[config.mk]
export PLATFORM = sky130hd
export DESIGN_NAME = r2r_dac_wavegen
export DESIGN_NICKNAME = d
export VERILOG_FILES = /design/src/rtl/r2r_dac_wavegen.sv
export SDC_FILE = /design/constraint.sdc
export NUM_CORES = 1
export LEC_CHECK = 0
export ABC_AREA = 1
export BUFFER_PORTS_ARGS = -buffer_cell sky130_fd_sc_hd__buf_4
export CORE_MARGIN = 2
export CORE_UTILIZATION = 33
export DETAILED_ROUTE_END_ITERATION = 16
export MAX_ROUTING_LAYER = met4
export PLACE_DENSITY_LB_ADDON = 0.12
export SETUP_SLACK_MARGIN = 0.1
export SLEW_MARGIN = 20
export SYNTH_ARGS = -nofsm -noshare
export SYNTH_HDL_FRONTEND = slang
export SYNTH_SLANG_ARGS = --single-unit
export TNS_END_PERCENT = 50
[constraint.sdc]
create_clock -name clk -period 1.5 [get_ports clk]
set_input_delay 0.375 -clock clk [delete_from_list [all_inputs] [get_ports clk]]
set_output_delay 0.375 -clock clk [all_outputs]
set_load 0.02 [all_outputs]
[src/rtl/r2r_dac_wavegen.sv]
// r2r_dac_wavegen: waveform generator driving an R2R ladder DAC.
// A reloadable divider produces ticks; each tick advances the waveform phase.
//
// Parameters:
//   WIDTH  - DAC code width (4..12)
//   DIV_W  - divider width (1..WIDTH)
// Ports:
//   clk          - clock, rising edge
//   n_rst        - synchronous active-low reset
//   mode         - 00 EXT, 01 SAW, 10 TRI, 11 SQUARE
//   load_divider - load data[DIV_W-1:0] into divider reload and counter
//   data         - external DAC code (EXT) / divider value (load)
//   r2r_out      - registered DAC code
//   cnt_zero     - divider counter is zero
//   wrap         - one-cycle pulse at each waveform period boundary
// Configuration:
//   R2R_WAVE_TRIANGLE_EN - when defined, mode 10 is a triangle; otherwise
//                          mode 10 behaves as the sawtooth.
module r2r_dac_wavegen #(
    parameter int unsigned WIDTH = 8,
    parameter int unsigned DIV_W = 8
) (
    input  logic             clk,
    input  logic             n_rst,
    input  logic [1:0]       mode,
    input  logic             load_divider,
    input  logic [WIDTH-1:0] data,
    output logic [WIDTH-1:0] r2r_out,
    output logic             cnt_zero,
    output logic             wrap
);

    localparam logic [1:0] MODE_EXT    = 2'b00;
    localparam logic [1:0] MODE_SQUARE = 2'b11;
`ifdef R2R_WAVE_TRIANGLE_EN
    localparam logic [1:0] MODE_TRI    = 2'b10;
`endif
    localparam logic [WIDTH-1:0] PHASE_MAX = '1;

    logic [DIV_W-1:0] div_reg, div_next;
    logic [DIV_W-1:0] cnt, cnt_next;
    logic [WIDTH-1:0] phase, phase_next;
    logic [WIDTH-1:0] out_next;
    logic [1:0]       mode_q;
    logic             wrap_next;
    logic             tick;
`ifdef R2R_WAVE_TRIANGLE_EN
    logic             dir_up, dir_next;
`endif

    // Output derived only from the registered counter.
    assign cnt_zero = (cnt == '0);

    // Divider: a load suppresses the tick for that cycle.
    always_comb begin
        div_next = div_reg;
        cnt_next = cnt;
        tick     = 1'b0;
        if (load_divider) begin
            div_next = data[DIV_W-1:0];
            cnt_next = data[DIV_W-1:0];
        end else if (cnt == '0) begin
            tick     = 1'b1;
            cnt_next = div_reg;
        end else begin
            cnt_next = cnt - DIV_W'(1);
        end
    end

    // Waveform phase and output code.
    always_comb begin
        phase_next = phase;
        out_next   = r2r_out;
        wrap_next  = 1'b0;
`ifdef R2R_WAVE_TRIANGLE_EN
        dir_next   = dir_up;
`endif
        if (mode != mode_q) begin
            // A mode switch restarts the waveform from zero.
            phase_next = '0;
            out_next   = '0;
`ifdef R2R_WAVE_TRIANGLE_EN
            dir_next   = 1'b1;
`endif
        end else begin
            case (mode)
                MODE_EXT: begin
                    out_next = data;
                end
                MODE_SQUARE: begin
                    if (tick) begin
                        phase_next = (phase == '0) ? PHASE_MAX : '0;
                        wrap_next  = (phase == '0);
                    end
                    out_next = phase_next;
                end
`ifdef R2R_WAVE_TRIANGLE_EN
                MODE_TRI: begin
                    // Direction flips on arrival at an endpoint so neither end is held.
                    if (tick) begin
                        if (dir_up) begin
                            phase_next = phase + WIDTH'(1);
                            if (phase_next == PHASE_MAX) dir_next = 1'b0;
                        end else begin
                            phase_next = phase - WIDTH'(1);
                            if (phase_next == '0) begin
                                dir_next  = 1'b1;
                                wrap_next = 1'b1;
                            end
                        end
                    end
                    out_next = phase_next;
                end
`endif
                default: begin
                    if (tick) begin
                        phase_next = phase + WIDTH'(1);
                        wrap_next  = (phase == PHASE_MAX);
                    end
                    out_next = phase_next;
                end
            endcase
        end
    end

    // State registers.
    always_ff @(posedge clk) begin
        if (!n_rst) begin
            div_reg <= '0;
            cnt     <= '0;
            phase   <= '0;
            mode_q  <= 2'b00;
            r2r_out <= '0;
            wrap    <= 1'b0;
`ifdef R2R_WAVE_TRIANGLE_EN
            dir_up  <= 1'b1;
`endif
        end else begin
            div_reg <= div_next;
            cnt     <= cnt_next;
            phase   <= phase_next;
            mode_q  <= mode;
            r2r_out <= out_next;
            wrap    <= wrap_next;
`ifdef R2R_WAVE_TRIANGLE_EN
            dir_up  <= dir_next;
`endif
        end
    end

endmodule

==> run_results.csv, run 1 <==
group,metric,value,unit
clocking,cts.sinks,35,
floorplan,die_area,0.006654,mm2
yosys,postSynthCellCount,306,
global_routing,overflow,0,
drt,first_iter_violations,53,
cells_and_area,drive_gt1_frac,0.2556,
place,gp_congestion,0.8502,
floorplan,coreArea,0.005851,mm2
global_routing,antenna_found_initial,0,
place,dp_slack,-0.05584,ns
power_and_ir_drop,power_density,949.3,mW/mm2
drt,ant_nets,0,
cells_and_area,final_common_cell,"nand2_1",
drt,wl,5.203,mm
floorplan,initial_core_util,0.3394,
clocking,path_clk_slew,0.07,ns
yosys,synth_seq_area_share,0.3529,
yosys,ys_top_cells_by_area,"dfxtp_1 35%, nand2_1 17%, a21oi_1 8.3%",
global_routing,grt_pass1_vias,1909,
run_status,violations,"negative setup slack",
global_routing,track_usage,0.1743,
place,dp_cells,420,
setup_path,cp.arrival,1.18,ns
yosys,yosysTopAreaCellShare,0.3529,
sta,min_period_over_period,1.037,
drt,drcViolationCount,0,
floorplan,die_y,81.57,um
clocking,cts_max_level,2,
floorplan,die_w,81.57,um
clocking,holdBufCountCts,0,
clocking,cts_root_buf,"clkbuf_8",
place,hpwl,3.990,mm
clocking,cts_made_buffers,5,
drt,via_per_inst,4.624,
cells_and_area,fin_cells,431,
sta,fmaxAchievable,642.9,MHz
sta,worst_pin_slew,0.4264,ns
yosys,ys_ff_latch,35,
cells_and_area,final_cell_mix,"86 x nand2_1, 46 x buf_4, 34 x dfxtp_1, 33 x nor2_1, 30 x a21oi_1",
job,maxCapViolations,0,
setup_path,path_max_fanout,2,
global_routing,grt_max_degree,15,
sta,fin_ws,-0.05555,ns
clocking,cts_tree,"built",
yosys,synth_top_area_cell,"dfxtp_1",
run_status,status,"finished, violations left",
power_and_ir_drop,leakage,1.265,nW
power_and_ir_drop,p_total,0.002500,W
floorplan,ioPinCount,23,
sta,hold_violations,0,
drt,post_drt_wl_per_cell,12.07,um
floorplan,floorplan.rows,28,
sta,fin_setup_tns,-0.05555,ns
yosys,avgSynthCellArea,6.489,um2
setup_path,path_class,"reg -> out",
clocking,cts.path.max_buffers,2,
yosys,synth_edf_count,0,
yosys,synth_warnings,0,
sta,finClkSkew,0.007692,ns
setup_path,cp-end-kind,"primary output",
sta,holdWs,0.3746,ns
global_routing,grt_pass1_wl,8.638,mm
cells_and_area,final_nets,373,
place,io_buffer_count,22,
clocking,clkLatencyLatePin,0.29,ns
yosys,synth_nets,324,
sta,slew-limit-headroom,0.7158,
sta,finalSetupViolCount,1,
drt,vias,1993,
power_and_ir_drop,peakVddDrop,0.0003493,V
yosys,synth-main-ff-cell,"dfxtp_1",
yosys,postSynth.asyncResetShare,0,
sta,rsz0062_at_grt,"yes",
setup_path,cp-start-kind,"register",
sta,period_needed,1.556,ns
yosys,synth_cell_types,28,
cells_and_area,areaGrowthSynthToFinish,32.64,%
sta,finalMaxSlewViolations,0,
setup_path,worstPathRequired,1.12,ns
yosys,synth_area,0.001986,mm2
min_path,hp-class,"in -> reg",
drt,first_pass_iters,4,
cells_and_area,antenna_cells,0,
## logic make-up (layout without fill, tap and decap cells)
kind of cell,after synthesis,in the layout,synth area share
and+or+nand+nor,166,166,0.3592
AOI/OAI and AO/OA,54,54,0.1430
buffers and inverters,42,92,0.09577
xor gates and xnor gates,4,4,0.01764
DFF,35,35,0.3529
adders and majority gates,5,5,0.03151
## worst max-delay path: stages (launching register included)
cell	delay [ns]
dfxtp_2	0.33
inv_2	0.06
ha_4	0.13
buf_6	0.10
nand2_4	0.05
nor2_4	0.11
buf_6	0.13
## cell usage after synthesis (2+ instances only)
| library cell | count |
|---|---|
| a31oi_1 | 2 |
| a21oi_1 | 33 |
| nand3_2 | 2 |
| dfxtp_1 | 35 |
| nand3b_1 | 2 |
| nand2_1 | 91 |
| buf_6 | 3 |
| inv_1 | 29 |
| xor2_1 | 4 |
| inv_2 | 2 |
| nand3_1 | 25 |
| clkbuf_1 | 4 |
| o21ai_0 | 15 |
| buf_4 | 2 |
| and3_1 | 4 |
| ha_1 | 5 |
| nor2_1 | 37 |
## metrics by stage
stage / util / cell area, um2
after floorplan: - / 1999
after global placement: 0.4108 / 2404
after detailed placement: 0.4108 / 2404
after CTS: 0.4369 / 2556
after global routing: 0.4502 / 2634
final: 0.4502 / 2634
## path summary, 6_finish.rpt
kind                                start                      end  slack (ns)  cells after the start
hold reg to reg   div_reg[1]$_SDFFE_PN0P_  div_reg[1]$_SDFFE_PN0P_        0.47                      2
setup reg to reg        cnt[1]$_SDFF_PN0_    phase[2]$_SDFFE_PP0P_        0.01                     13
hold / removal                    mode[0]     mode_q[0]$_SDFF_PN0_        0.37                      4
setup / recovery        cnt[1]$_SDFF_PN0_                 cnt_zero       -0.06                      6
## cell type report
type	count	area (um2)
clock buffer	7	76.32
clock inverter	1	5.005
fill	615	3217
inverter	32	125.1
multi-input combinational	229	1206
sequential	35	701.9
tap	75	93.84
timing repair buffer	52	425.4
## repair_timing
action / 4_1_cts / 5_1_grt
setup endpoints to repair: 21 / 25
pin swaps: 9 / 6
buffers inserted: 2 / 1
gates resized for setup: 17 / 20
hold endpoints to repair: 0 / 0
## report_power, final
| part | total, W | switching [W] | internal, W |
|---|---|---|---|
| Clock | 0.000672 | 0.000345 | 0.000326 |
| Sequential | 0.00103 | 0.0000394 | 0.000989 |
| Combinational | 0.000800 | 0.000440 | 0.000359 |
## layer usage
| layer | global-route usage | wire length, um | up-vias |
|---|---|---|---|
| li1 | - | - | 1081 |
| met1 | 0.2162 | 2512 | 890 |
| met2 | 0.2918 | 2483 | 16 |
| met3 | 0.03407 | 146 | 6 |
| met4 | 0.04500 | 61 | 0 |
| met5 | - | 0 | - |
Note: power is estimated with default switching activity, not from simulation.
==> run 2, diff against run 1 <==
==> constraint.sdc (replaced) <==
create_clock -name clk -period 1.5 [get_ports clk]
set_input_delay 0.225 -clock clk [delete_from_list [all_inputs] [get_ports clk]]
set_output_delay 0.225 -clock clk [all_outputs]
set_load 0.02 [all_outputs]
==> run 2 against run 1 <==
Critical path depth grew 1. The flow still finishes with violations (negative setup slack). Clock power grew 3.7%. Highest routed layer unchanged. Clock skew grew 0.0014 ns. Largest cell class unchanged. Cell area grew 8.1%. Maximum frequency grew 2.1%.
==> run_results.csv, run 2 (synthesis gave the netlist of run 1 again) <==
group,metric,value,unit
cells_and_area,final_cell_mix,"75 x nand2_1, 52 x buf_4, 32 x dfxtp_1, 29 x nor2_1, 28 x a21oi_1",
power_and_ir_drop,pwr-share-seq,0.389,
drt,wl,5.621,mm
sta,fin_setup_tns,-0.02340,ns
sta,slew-limit-headroom,0.6842,
drt,post_drt_wl_per_cell,12.75,um
sta,finalMaxSlewViolations,0,
global_routing,grt_max_degree,16,
clocking,cts_tree,"built",
sta,worst_pin_slew,0.4737,ns
cells_and_area,antenna_cells,0,
cells_and_area,final_common_cell,"nand2_1",
clocking,holdBufCountCts,0,
clocking,cts.sinks,35,
place,hpwl,4.041,mm
job,maxCapViolations,0,
cells_and_area,final_area,0.002846,mm2
drt,via_per_inst,4.662,
cells_and_area,fin_cells,441,
power_and_ir_drop,power_density,928.6,mW/mm2
cells_and_area,drive_gt1_frac,0.3470,
sta,hold_violations,0,
power_and_ir_drop,combPwrFrac,0.347,
cells_and_area,areaGrowthSynthToFinish,43.35,%
power_and_ir_drop,peakVddDrop,0.0003474,V
setup_path,path_class,"reg -> out",
clocking,path_clk_slew,0.08,ns
global_routing,grt_pass1_vias,1941,
cells_and_area,num-fill-cells,563,
setup_path,worstPathRequired,1.27,ns
sta,period_needed,1.523,ns
clocking,cts.path.max_buffers,2,
power_and_ir_drop,leakage,1.382,nW
cells_and_area,fin_util,0.4865,
drt,drcViolationCount,0,
setup_path,path_max_fanout,2,
place,dp_cells,425,
power_and_ir_drop,p_int,0.001731,W
sta,rsz0062_at_grt,"yes",
floorplan,initial_core_util,0.3394,
floorplan,die_w,81.57,um
floorplan,coreArea,0.005851,mm2
global_routing,grt_pass1_wl,8.970,mm
power_and_ir_drop,switching_share,0.3450,
drt,vias,2056,
power_and_ir_drop,power.net_switching,0.0009119,W
global_routing,antenna_found_initial,0,
sta,fmaxAchievable,656.4,MHz
place,gp_congestion,0.8369,
run_status,status,"finished, violations left",
sta,min_period_over_period,1.016,
sta,fin_ws,-0.02340,ns
min_path,hp-class,"in -> reg",
global_routing,track_usage,0.1817,
floorplan,floorplan.rows,28,
setup_path,cp.arrival,1.30,ns
place,io_buffer_count,22,
floorplan,ioPinCount,23,
drt,first_iter_violations,75,
setup_path,cp-end-kind,"primary output",
sta,finClkSkew,0.009098,ns
clocking,cts_made_buffers,5,
drt,first_pass_iters,6,
run_status,violations,"negative setup slack",
power_and_ir_drop,p_total,0.002643,W
sta,finalSetupViolCount,1,
clocking,clkLatencyLatePin,0.29,ns
place,postPlaceCellArea,0.002454,mm2
global_routing,overflow,0,
floorplan,die_y,81.57,um
clocking,cts_root_buf,"clkbuf_8",
drt,ant_nets,0,
clocking,cts_max_level,2,
cells_and_area,final_nets,383,
floorplan,die_area,0.006654,mm2
setup_path,cp-start-kind,"register",
power_and_ir_drop,pwr-share-clk,0.264,
## run 2: critical path, stage by stage (launching register included)
cell and delay [ns]:
dfxtp_2 0.32, inv_2 0.07, ha_4 0.15, buf_6 0.10
nand2_4 0.05, nor2_4 0.11, buf_6 0.11, buf_6 0.10
## run 2: worst paths after layout
check	end	slack [ns]	from	cells after the start
max reg2reg	phase[6]$_SDFFE_PP0P_	0.03	cnt[0]$_SDFF_PN0_	11
max	cnt_zero	-0.02	cnt[0]$_SDFF_PN0_	7
min reg2reg	div_reg[0]$_SDFFE_PN0P_	0.47	div_reg[0]$_SDFFE_PN0P_	2
min	mode_q[1]$_SDFF_PN0_	0.13	mode[1]	3
## run 2: what timing repair did
action / in CTS / in global routing
setup buffers: 7 / 3
gates resized for setup: 23 / 51
pin swaps: 8 / 27
setup endpoints to repair: 19 / 24
## run 2: stage by stage
step / hold WS [ns] / setup slack [ns]
finish: 0.1334 / -0.02340
global route: 0.1584 / -0.1071
CTS: 0.1293 / -0.004770
detailed placement: 0.4324 / -0.02637
global placement: 0.4330 / -0.006935
floorplan: 0.3185 / 0.1031
## run 2: power by group through the flow
| stage | registers [W] | logic (W) | clock network, W |
|---|---|---|---|
| final | 0.00103 | 0.000918 | 0.000697 |
| after detailed placement | 0.00105 | 0.000697 | 0 |
| after CTS | 0.00103 | 0.000814 | 0.000720 |
| after global placement | 0.00105 | 0.000696 | 0 |
| after floorplan | 0.00105 | 0.000425 | 0 |
| after global routing | 0.00104 | 0.00100 | 0.000756 |
## run 2: final cells by class
cell class | count | area [um2] | share of cell area
Tap cell | 75 | 93.84 | 0.03297
Clock buffer | 5 | 68.82 | 0.02418
Clock inverter | 3 | 15.01 | 0.005275
Sequential cell | 35 | 704.4 | 0.2475
Inverter | 32 | 127.6 | 0.04484
Multi-Input combinational cell | 229 | 1313 | 0.4611
Timing Repair Buffer | 62 | 524.3 | 0.1842
## run 2: per-layer routing
metal | part of all wire | GRT usage
met2 | 0.48 | 0.3025
met1 | 0.46 | 0.2242
met4 | 0.014 | 0.05500
met5 | 0 | -
met3 | 0.039 | 0.03407
==> run 3, diff against run 2 <==
--- a/config.mk
+++ b/config.mk
@@ -8,7 +8,7 @@
 export ABC_AREA = 1
 export BUFFER_PORTS_ARGS = -buffer_cell sky130_fd_sc_hd__buf_4
 export CORE_MARGIN = 2
-export CORE_UTILIZATION = 33
+export CORE_UTILIZATION = 45
 export DETAILED_ROUTE_END_ITERATION = 16
 export MAX_ROUTING_LAYER = met4
 export PLACE_DENSITY_LB_ADDON = 0.12
==> run 3 against run 2 <==
Sequential cell count did not move. Final cell count fell by 9.8%. Utilization rose by 11 points. Clock power rose by 7.5%. Maximum frequency barely moved. Die area fell by 25%. Critical path depth did not move. The flow still finishes with violations (negative setup slack). Cell area fell by 9.5%.
==> run_results.csv, run 3 (synthesis gave the netlist of run 1 again) <==
group,metric,value,unit
run_status,status,"finished, violations left",
run_status,violations,"negative setup slack",
drt,wl,5.144,mm
sta,slew-limit-headroom,0.8172,
sta,fin_setup_tns,-0.02310,ns
min_path,hp-class,"in -> reg",
drt,vias,2039,
global_routing,grtUsageMet1,0.2841,
clocking,clkLatencyLatePin,0.29,ns
power_and_ir_drop,switching_share,0.3194,
power_and_ir_drop,power.net_switching,0.0008216,W
floorplan,die_area,0.004960,mm2
sta,finalMaxSlewViolations,0,
cells_and_area,antenna_cells,0,
clocking,cts_root_buf,"clkbuf_8",
global_routing,track_usage,0.2221,
floorplan,floorplan.rows,24,
sta,fmaxAchievable,656.6,MHz
cells_and_area,drive_gt1_frac,0.2659,
global_routing,overflow,0,
floorplan,coreArea,0.004294,mm2
cells_and_area,areaGrowthSynthToFinish,29.68,%
power_and_ir_drop,power_density,998.8,mW/mm2
drt,drcViolationCount,0,
clocking,cts.path.max_buffers,2,
setup_path,path_class,"reg -> out",
power_and_ir_drop,p_int,0.001750,W
drt,first_iter_violations,182,
drt,post_drt_wl_per_cell,12.92,um
setup_path,max_stage_delay,0.33,ns
setup_path,cp-start-kind,"register",
sta,holdWs,0.1417,ns
setup_path,cp_cell_sequence,"inv_2, ha_4, buf_6, nand2_4, nor2_4, buf_6, buf_6",
sta,worst_pin_slew,0.2739,ns
sta,finalSetupViolCount,1,
place,io_buffer_count,22,
global_routing,grt_use_met3,0.04906,
power_and_ir_drop,peakVddDrop,0.0004681,V
global_routing,grtUsageMet2,0.3438,
cells_and_area,final_nets,363,
place,gp_congestion,0.9298,
power_and_ir_drop,pwr-share-seq,0.401,
place,dp_slack,-0.004589,ns
clocking,cts.sinks,35,
power_and_ir_drop,pwr-share-clk,0.291,
global_routing,grt_pass1_wl,8.521,mm
drt,via_per_inst,5.123,
power_and_ir_drop,p_total,0.002572,W
power_and_ir_drop,leakage,1.228,nW
setup_path,path_max_fanout,2,
floorplan,initial_core_util,0.4624,
floorplan,die_w,70.43,um
setup_path,cp-end-kind,"primary output",
power_and_ir_drop,combPwrFrac,0.308,
setup_path,worstPathRequired,1.27,ns
clocking,cts_tree,"built",
clocking,path_clk_slew,0.06,ns
setup_path,path_common_cell,"buf_6",
clocking,holdBufCountCts,0,
setup_path,slowest_stage,"dfxtp_2",
floorplan,ioPinCount,23,
drt,first_pass_iters,4,
sta,hold_violations,0,
sta,min_period_over_period,1.015,
cells_and_area,final_cell_mix,"78 x nand2_1, 35 x buf_4, 32 x nor2_1, 32 x dfxtp_1, 31 x a21oi_1",
sta,fin_ws,-0.02310,ns
global_routing,grt_max_degree,15,
sta,period_needed,1.523,ns
place,hpwl,3.708,mm
setup_path,cp.arrival,1.30,ns
job,maxCapViolations,0,
cells_and_area,final_common_cell,"nand2_1",
sta,rsz0062_at_grt,"yes",
global_routing,grt_pass1_vias,1907,
drt,ant_nets,0,
global_routing,antenna_found_initial,0,
clocking,cts_max_level,2,
floorplan,die_y,70.43,um
global_routing,grt-busiest-layer,"met2",
sta,finClkSkew,0.006185,ns
clocking,cts_made_buffers,5,
## run 3: changes by cell type in the layout (fill, tap and decap cells not counted), sizes merged
cell    delta
inv        +1
buf       -20
clkbuf     +3
clkinv     -4
## run 3: metal layers
layer	routed length (um)	share of wire
met1	2378	0.46
met2	2364	0.46
met3	314	0.061
met4	87	0.017
met5	0	0
## run 3: final cells by class
cell class | instances | area (um2)
Fill cell | 414 | 1719
Multi-Input combinational cell | 229 | 1221
Sequential cell | 35 | 706.9
Timing Repair Buffer | 42 | 359.1
Inverter | 32 | 122.6
Clock buffer | 8 | 100.1
Tap cell | 52 | 65.06
## run 3: final timing paths
kind | endpoint | slack [ns] | start | depth (start not counted)
setup / recovery | cnt_zero | -0.02 | cnt[1]$_SDFF_PN0_ | 7
hold / removal | mode_q[1]$_SDFF_PN0_ | 0.14 | mode[1] | 3
setup reg to reg | phase[7]$_SDFFE_PP0P_ | 0.02 | cnt[1]$_SDFF_PN0_ | 12
hold reg to reg | div_reg[0]$_SDFFE_PN0P_ | 0.46 | div_reg[0]$_SDFFE_PN0P_ | 2
## run 3: per-stage QoR
stage                     cell area, um2    util  std cells
after global placement              2312  0.5385        387
final                               2575  0.5997        398
after global routing                2575  0.5997        398
after floorplan                     1998       -        306
after detailed placement            2312  0.5385        387
after CTS                           2480  0.5775        398
## run 3: power groups by stage
stage / Sequential [W] / Combinational (W) / Clock [W]
detailed placement: 0.00105 / 0.000660 / 0
global placement: 0.00105 / 0.000658 / 0
global route: 0.00104 / 0.000873 / 0.000806
CTS: 0.00103 / 0.000728 / 0.000776
finish: 0.00103 / 0.000792 / 0.000749
floorplan: 0.00105 / 0.000425 / 0
## run 3: critical path, delay by kind of cell (launching register included)
family / cells / cell delay (ns)
AND/OR/NAND/NOR: 2 / 0.17
adder cells (fa/ha/maj): 1 / 0.13
flip-flops: 1 / 0.33
buffers and inverters: 4 / 0.38
## run 3: repair_timing
item | 4_1_cts | 5_1_grt
endpoints found under the setup margin | 20 | 24
pin swaps | 10 | 11
gates resized for setup | 17 | 31
gates cloned | 0 | 0
setup buffers | 3 | 0
